<file path="src/rtl/barrel_pkg.sv">
// Shared types and constants for the barrel normalizer.
// Stage table lists the SCAN distances in issue order.
package barrel_pkg;

  localparam int DATA_W = 32;
  localparam int CNT_W  = 6;
  localparam int N_STG  = 5;

  typedef enum logic [1:0] {
    IDLE,
    SCAN,
    DONE
  } state_t;

  localparam logic [N_STG-1:0][CNT_W-1:0] STAGE_DIST = {
    6'd1, 6'd2, 6'd4, 6'd8, 6'd16
  };

endpackage

</file>
<file path="src/rtl/barrel_norm_stage.sv">
// One conditional normalize step: shift by i_dist when the
// i_dist bits on the approaching edge are all zero.
module barrel_norm_stage
  import barrel_pkg::*;
(
  input  logic [1:DATA_W]  i_word,
  input  logic [CNT_W-1:0] i_dist,
  input  logic             i_right,
  output logic [1:DATA_W]  o_word,
  output logic             o_taken
);

  logic [1:DATA_W] w_edge;
  logic            w_edge_zero;

  // Isolate the bits that would fall off the end if we shifted.
  always_comb begin
    w_edge = '0;
    if (i_right)
      w_edge = i_word << (DATA_W - int'(i_dist));
    else
      w_edge = i_word >> (DATA_W - int'(i_dist));
  end

  assign w_edge_zero = (w_edge == '0);
  assign o_taken     = w_edge_zero;

  always_comb begin
    o_word = i_word;
    if (w_edge_zero) begin
      if (i_right)
        o_word = i_word >> i_dist;
      else
        o_word = i_word << i_dist;
    end
  end

endmodule

</file>
<file path="src/rtl/barrel_normalizer.sv">
// Fixed-latency normalizer: one shared stage walks distances
// 16/8/4/2/1 over five SCAN cycles, then holds the result.
module barrel_normalizer
  import barrel_pkg::*;
#(
  parameter int DATA_W = 32,
  parameter int CNT_W  = 6
) (
  input  logic             clk,
  input  logic             reset,
  input  logic             in_valid,
  output logic             in_ready,
  input  logic             is_shift_right,
  input  logic [1:DATA_W]  data,
  output logic             out_valid,
  input  logic             out_ready,
  output logic [1:DATA_W]  shifted_data,
  output logic [CNT_W-1:0] shift_value,
  output logic             is_zero
);

  localparam logic [CNT_W-1:0] FULL = CNT_W'(DATA_W);

  state_t           r_state;
  logic [2:0]       r_step;
  logic [1:DATA_W]  r_word;
  logic [CNT_W-1:0] r_count;
  logic             r_right;
  logic             r_out_valid;
  logic [1:DATA_W]  r_shifted;
  logic [CNT_W-1:0] r_shift_value;
  logic             r_is_zero;

  logic [CNT_W-1:0] w_dist;
  logic [1:DATA_W]  w_word;
  logic             w_taken;
  logic [CNT_W-1:0] w_count;

  assign w_dist = STAGE_DIST[r_step];

  barrel_norm_stage u_stage (
    .i_word  (r_word),
    .i_dist  (w_dist),
    .i_right (r_right),
    .o_word  (w_word),
    .o_taken (w_taken)
  );

  assign w_count = w_taken ? r_count + w_dist : r_count;

  always_ff @(posedge clk or negedge reset) begin
    if (!reset) begin
      r_state       <= IDLE;
      r_step        <= '0;
      r_word        <= '0;
      r_count       <= '0;
      r_right       <= 1'b0;
      r_out_valid   <= 1'b0;
      r_shifted     <= '0;
      r_shift_value <= '0;
      r_is_zero     <= 1'b0;
    end else begin
      unique case (r_state)
        IDLE: begin
          if (in_valid) begin
            r_state   <= SCAN;
            r_word    <= data;
            r_right   <= is_shift_right;
            r_step    <= '0;
            r_count   <= '0;
            r_is_zero <= (data == '0);
          end
        end
        SCAN: begin
          r_word  <= w_word;
          r_count <= w_count;
          if (r_step == 3'(N_STG - 1)) begin
            r_state       <= DONE;
            r_out_valid   <= 1'b1;
            r_shifted     <= w_word;
            // All-zero scans only sum to 31; report the full width.
            r_shift_value <= r_is_zero ? FULL : w_count;
          end else begin
            r_step <= r_step + 3'd1;
          end
        end
        DONE: begin
          if (out_ready) begin
            r_state     <= IDLE;
            r_out_valid <= 1'b0;
          end
        end
        default: r_state <= IDLE;
      endcase
    end
  end

  assign in_ready     = (r_state == IDLE);
  assign out_valid    = r_out_valid;
  assign shifted_data = r_shifted;
  assign shift_value  = r_shift_value;
  assign is_zero      = r_is_zero;

endmodule

</file>
<file path="config.mk">
export PLATFORM = sky130hd
export DESIGN_NAME = barrel_normalizer
export DESIGN_NICKNAME = d
export VERILOG_FILES = /design/src/rtl/barrel_pkg.sv /design/src/rtl/barrel_norm_stage.sv /design/src/rtl/barrel_normalizer.sv
export SDC_FILE = /design/constraint.sdc
export NUM_CORES = 1
export LEC_CHECK = 0
export ABC_AREA = 1
export CAP_MARGIN = 20
export CORE_ASPECT_RATIO = 0.5
export CORE_MARGIN = 2
export CORE_UTILIZATION = 40
export DETAILED_ROUTE_END_ITERATION = 12
export SLEW_MARGIN = 20
export SYNTH_ARGS = -nofsm -noshare
export SYNTH_HDL_FRONTEND = slang
export SYNTH_SLANG_ARGS = --single-unit
export TNS_END_PERCENT = 5
</file>
<file path="constraint.sdc">
create_clock -name clk -period 5.61 [get_ports clk]
set_input_delay 0.8415 -clock clk [delete_from_list [all_inputs] [get_ports clk]]
set_output_delay 0.8415 -clock clk [all_outputs]
set_load 0.02 [all_outputs]
</file>
==> impl_metrics.tcl <==
set metrics [dict create \
    reg2reg_from "r_step[0]" \
    yosys.area.top_type "nand2_1" \
    slew_headroom 0.246 \
    drt_wl_total_mm 41.3 \
    crit_start "r_step[0]" \
    wire_per_inst_microns 20.1 \
    overflow 0 \
    synth-seq-cells 84 \
    syn_inst 1746 \
    ys_warn_count 0 \
    timing_worst_setup_path_type "reg2reg" \
    syn_area_sq_um 9600 \
    ctsResizeCount 0 \
    rsz0062_at_grt "no" \
    crit_path_start_kind "flip-flop" \
    required_ns 5.83 \
    synth_cell_types 40 \
    syn2layout_area_growth_pct 11.3 \
    drtIter0Drc 1714 \
    netlist_top_cells_area "nand2_1 (27%), dfrtp_1 (22%), nand3_1 (17%)" \
    slew_violations 0 \
    grt_util_all_layers 0.321 \
    synth_area_per_cell_sq_um 5.50 \
    place_area_sq_um 10400 \
    yosysTopAreaCellShare 0.272 \
    die-area_sq_um 25300 \
    grt_max_degree 72 \
    max_cap_violations 0 \
    io_pins 78 \
    period_minus_slack_ns 4.15 \
    grt_pass1_vias 10700 \
    initial_core_util 0.404 \
    via_per_inst 5.84 \
    holdCritPathClass "reg2reg" \
    hold_viol_final 0 \
    diodes 0 \
    clock-sinks 84 \
    ff_latch_area_sq_um 2100 \
    core-area_sq_um 23800 \
    status "finished, final reports clean" \
    die_x_microns 223 \
    clock_path_buffers 2 \
    reg2regPathDepth 22 \
    final.fill_count 2658 \
    async_reset_ff_frac 1.00 \
    synth-edff-count 0 \
    drtPass1Iterations 6 \
    synth_most_common_cell "nand2_1" \
    clkTransAtPathRegs_ns 0.07 \
    synth_flop_cell "dfrtp_1" \
    fin_skew_ns 0.0113 \
    end_kind "flip-flop" \
    cp.arrival_ns 4.38 \
    crit_fanout 41 \
    drive_above_1_share 0.0349 \
    fin_cells 2061 \
    synthesis.nets 1795 \
    numCtsBuffers 9 \
    reg2reg_slack_ns 1.46 \
    dp_cells 2045 \
    dpl.hpwl_mm 31.4 \
    max_freq_mhz 241 \
    dieHeight_microns 114 \
    grt_pass1_wl_mm 62.7 \
    gp_congestion 0.993 \
    ant_nets 0 \
    portBuffers 77 \
    cts_hold_buffers 0 \
    post-route-period-util 0.740 \
    cts_root_buf "clkbuf_16" \
    fin_area_sq_um 10700 \
    crit_path_end "r_word[12]" \
    fin_nets 1790 \
    vias 12000 \
    drc 0 \
    rows 40 \
    reg2reg_to "r_word[12]" \
    grt_antenna_before_repair 0 \
    synth_seq_area_share 0.219 \
    multiInputGateArea_sq_um 6630 \
    tns_ns 0 \
    worst_pin_slew_ns 1.12 \
    synthTopCellsByCount "nand2_1 (695), nand3_1 (330), nor2_1 (129), o21ai_0 (128), inv_1 (85)" \
    postCtsSetupBuffers 0 \
    insertion_delay_ns 0.34 \
    tritoncts "built" \
    setup_viol 0 \
    cts_htree_levels 3 \
]
==> area by class of cell <==
class / instances / area share
multi-input cells: 1458 / 0.620
flip-flops and latches: 84 / 0.197
repair buffers: 97 / 0.0859
well taps: 315 / 0.0369
inverters: 91 / 0.0324
clock buffers: 11 / 0.0236
clock inverters: 5 / 0.00410
==> worst min-delay path by stage <==
stage                           from               end  depth (start not counted)
floorplan                 r_word[32]        r_word[32]                          2
global placement     shifted_data[4]   shifted_data[4]                          2
detailed placement  shifted_data[29]  shifted_data[29]                          2
CTS                 shifted_data[15]  shifted_data[15]                          2
global route        shifted_data[25]  shifted_data[25]                          2
finish              shifted_data[25]  shifted_data[25]                          2
==> routing by layer <==
layer | track usage | wire length, microns | share of wire
met3 | 0.103 | 5600 | 0.14
met5 | 0 | 0 | 0
met2 | 0.435 | 15900 | 0.38
met4 | 0.0528 | 387 | 0.0094
met1 | 0.494 | 19500 | 0.47
==> placed cells by master (no fill, tap or decap), types with 9 or more instances in the layout <==
master           Yosys  routed
a21oi_1             54      54
buf_4               12      21
clkbuf_16            0       9
clkdlybuf4s50_1      0      76
dfrtp_1             84      83
ha_1                11      10
inv_1               85      85
nand2_1            695     695
nand3_1            330     330
nor2_1             129     125
o211ai_1            13      13
o21ai_0            128     128
o22ai_1             15      15
==> critical path, stage by stage, from the launching register on <==
cell and delay [ns]:
dfrtp_1 0.41, ha_1 0.21, inv_1 0.06, ha_1 0.26, inv_2 0.11, nand3_1 0.16, nand2_2 0.62, nand3_1 0.25
nand2_1 0.13, nor2_1 0.05, nand2_1 0.05, nand2_1 0.07, nand2_1 0.10, nand2_1 0.05, nor2_1 0.13, nand2_1 0.07
nand2_1 0.20, inv_2 0.19, nand2_1 0.12, buf_4 0.40, nand2_1 0.16, nand3_1 0.11, nand3_1 0.08
==> through the flow <==
| step | setup slack (ns) | hold WS (ns) | utilization |
|---|---|---|---|
| 3_3_place_gp | 1.60 | 0.464 | 0.437 |
| 6_report | 1.46 | 0.483 | 0.450 |
| 2_1_floorplan | 2.60 | 0.471 | - |
| 5_1_grt | 1.12 | 0.498 | 0.450 |
| 4_1_cts | 1.53 | 0.484 | 0.450 |
| 3_5_place_dp | 1.53 | 0.465 | 0.437 |
==> sequential cells by signal, indices dropped and copies added (netlist names) <==
register / count
shifted_data: 32
r_word: 32
r_state: 2
r_count: 6
shift_value: 6
out_valid: 1
r_right: 1
is_zero: 1
r_step: 3
==> logic make-up after synthesis <==
family	Yosys count	share of synthesized area
AO/OA/AOI/OAI	240	0.138
XOR/XNOR	4	0.00365
adder cells (fa/ha/maj)	12	0.0164
buffers and inverters	204	0.0928
flip-flops	84	0.219
multiplexers	7	0.00730
AND/OR/NAND/NOR	1195	0.523
Power is not shown: default switching activity piles up to over one toggle a cycle in this logic, so the estimate is an artifact.
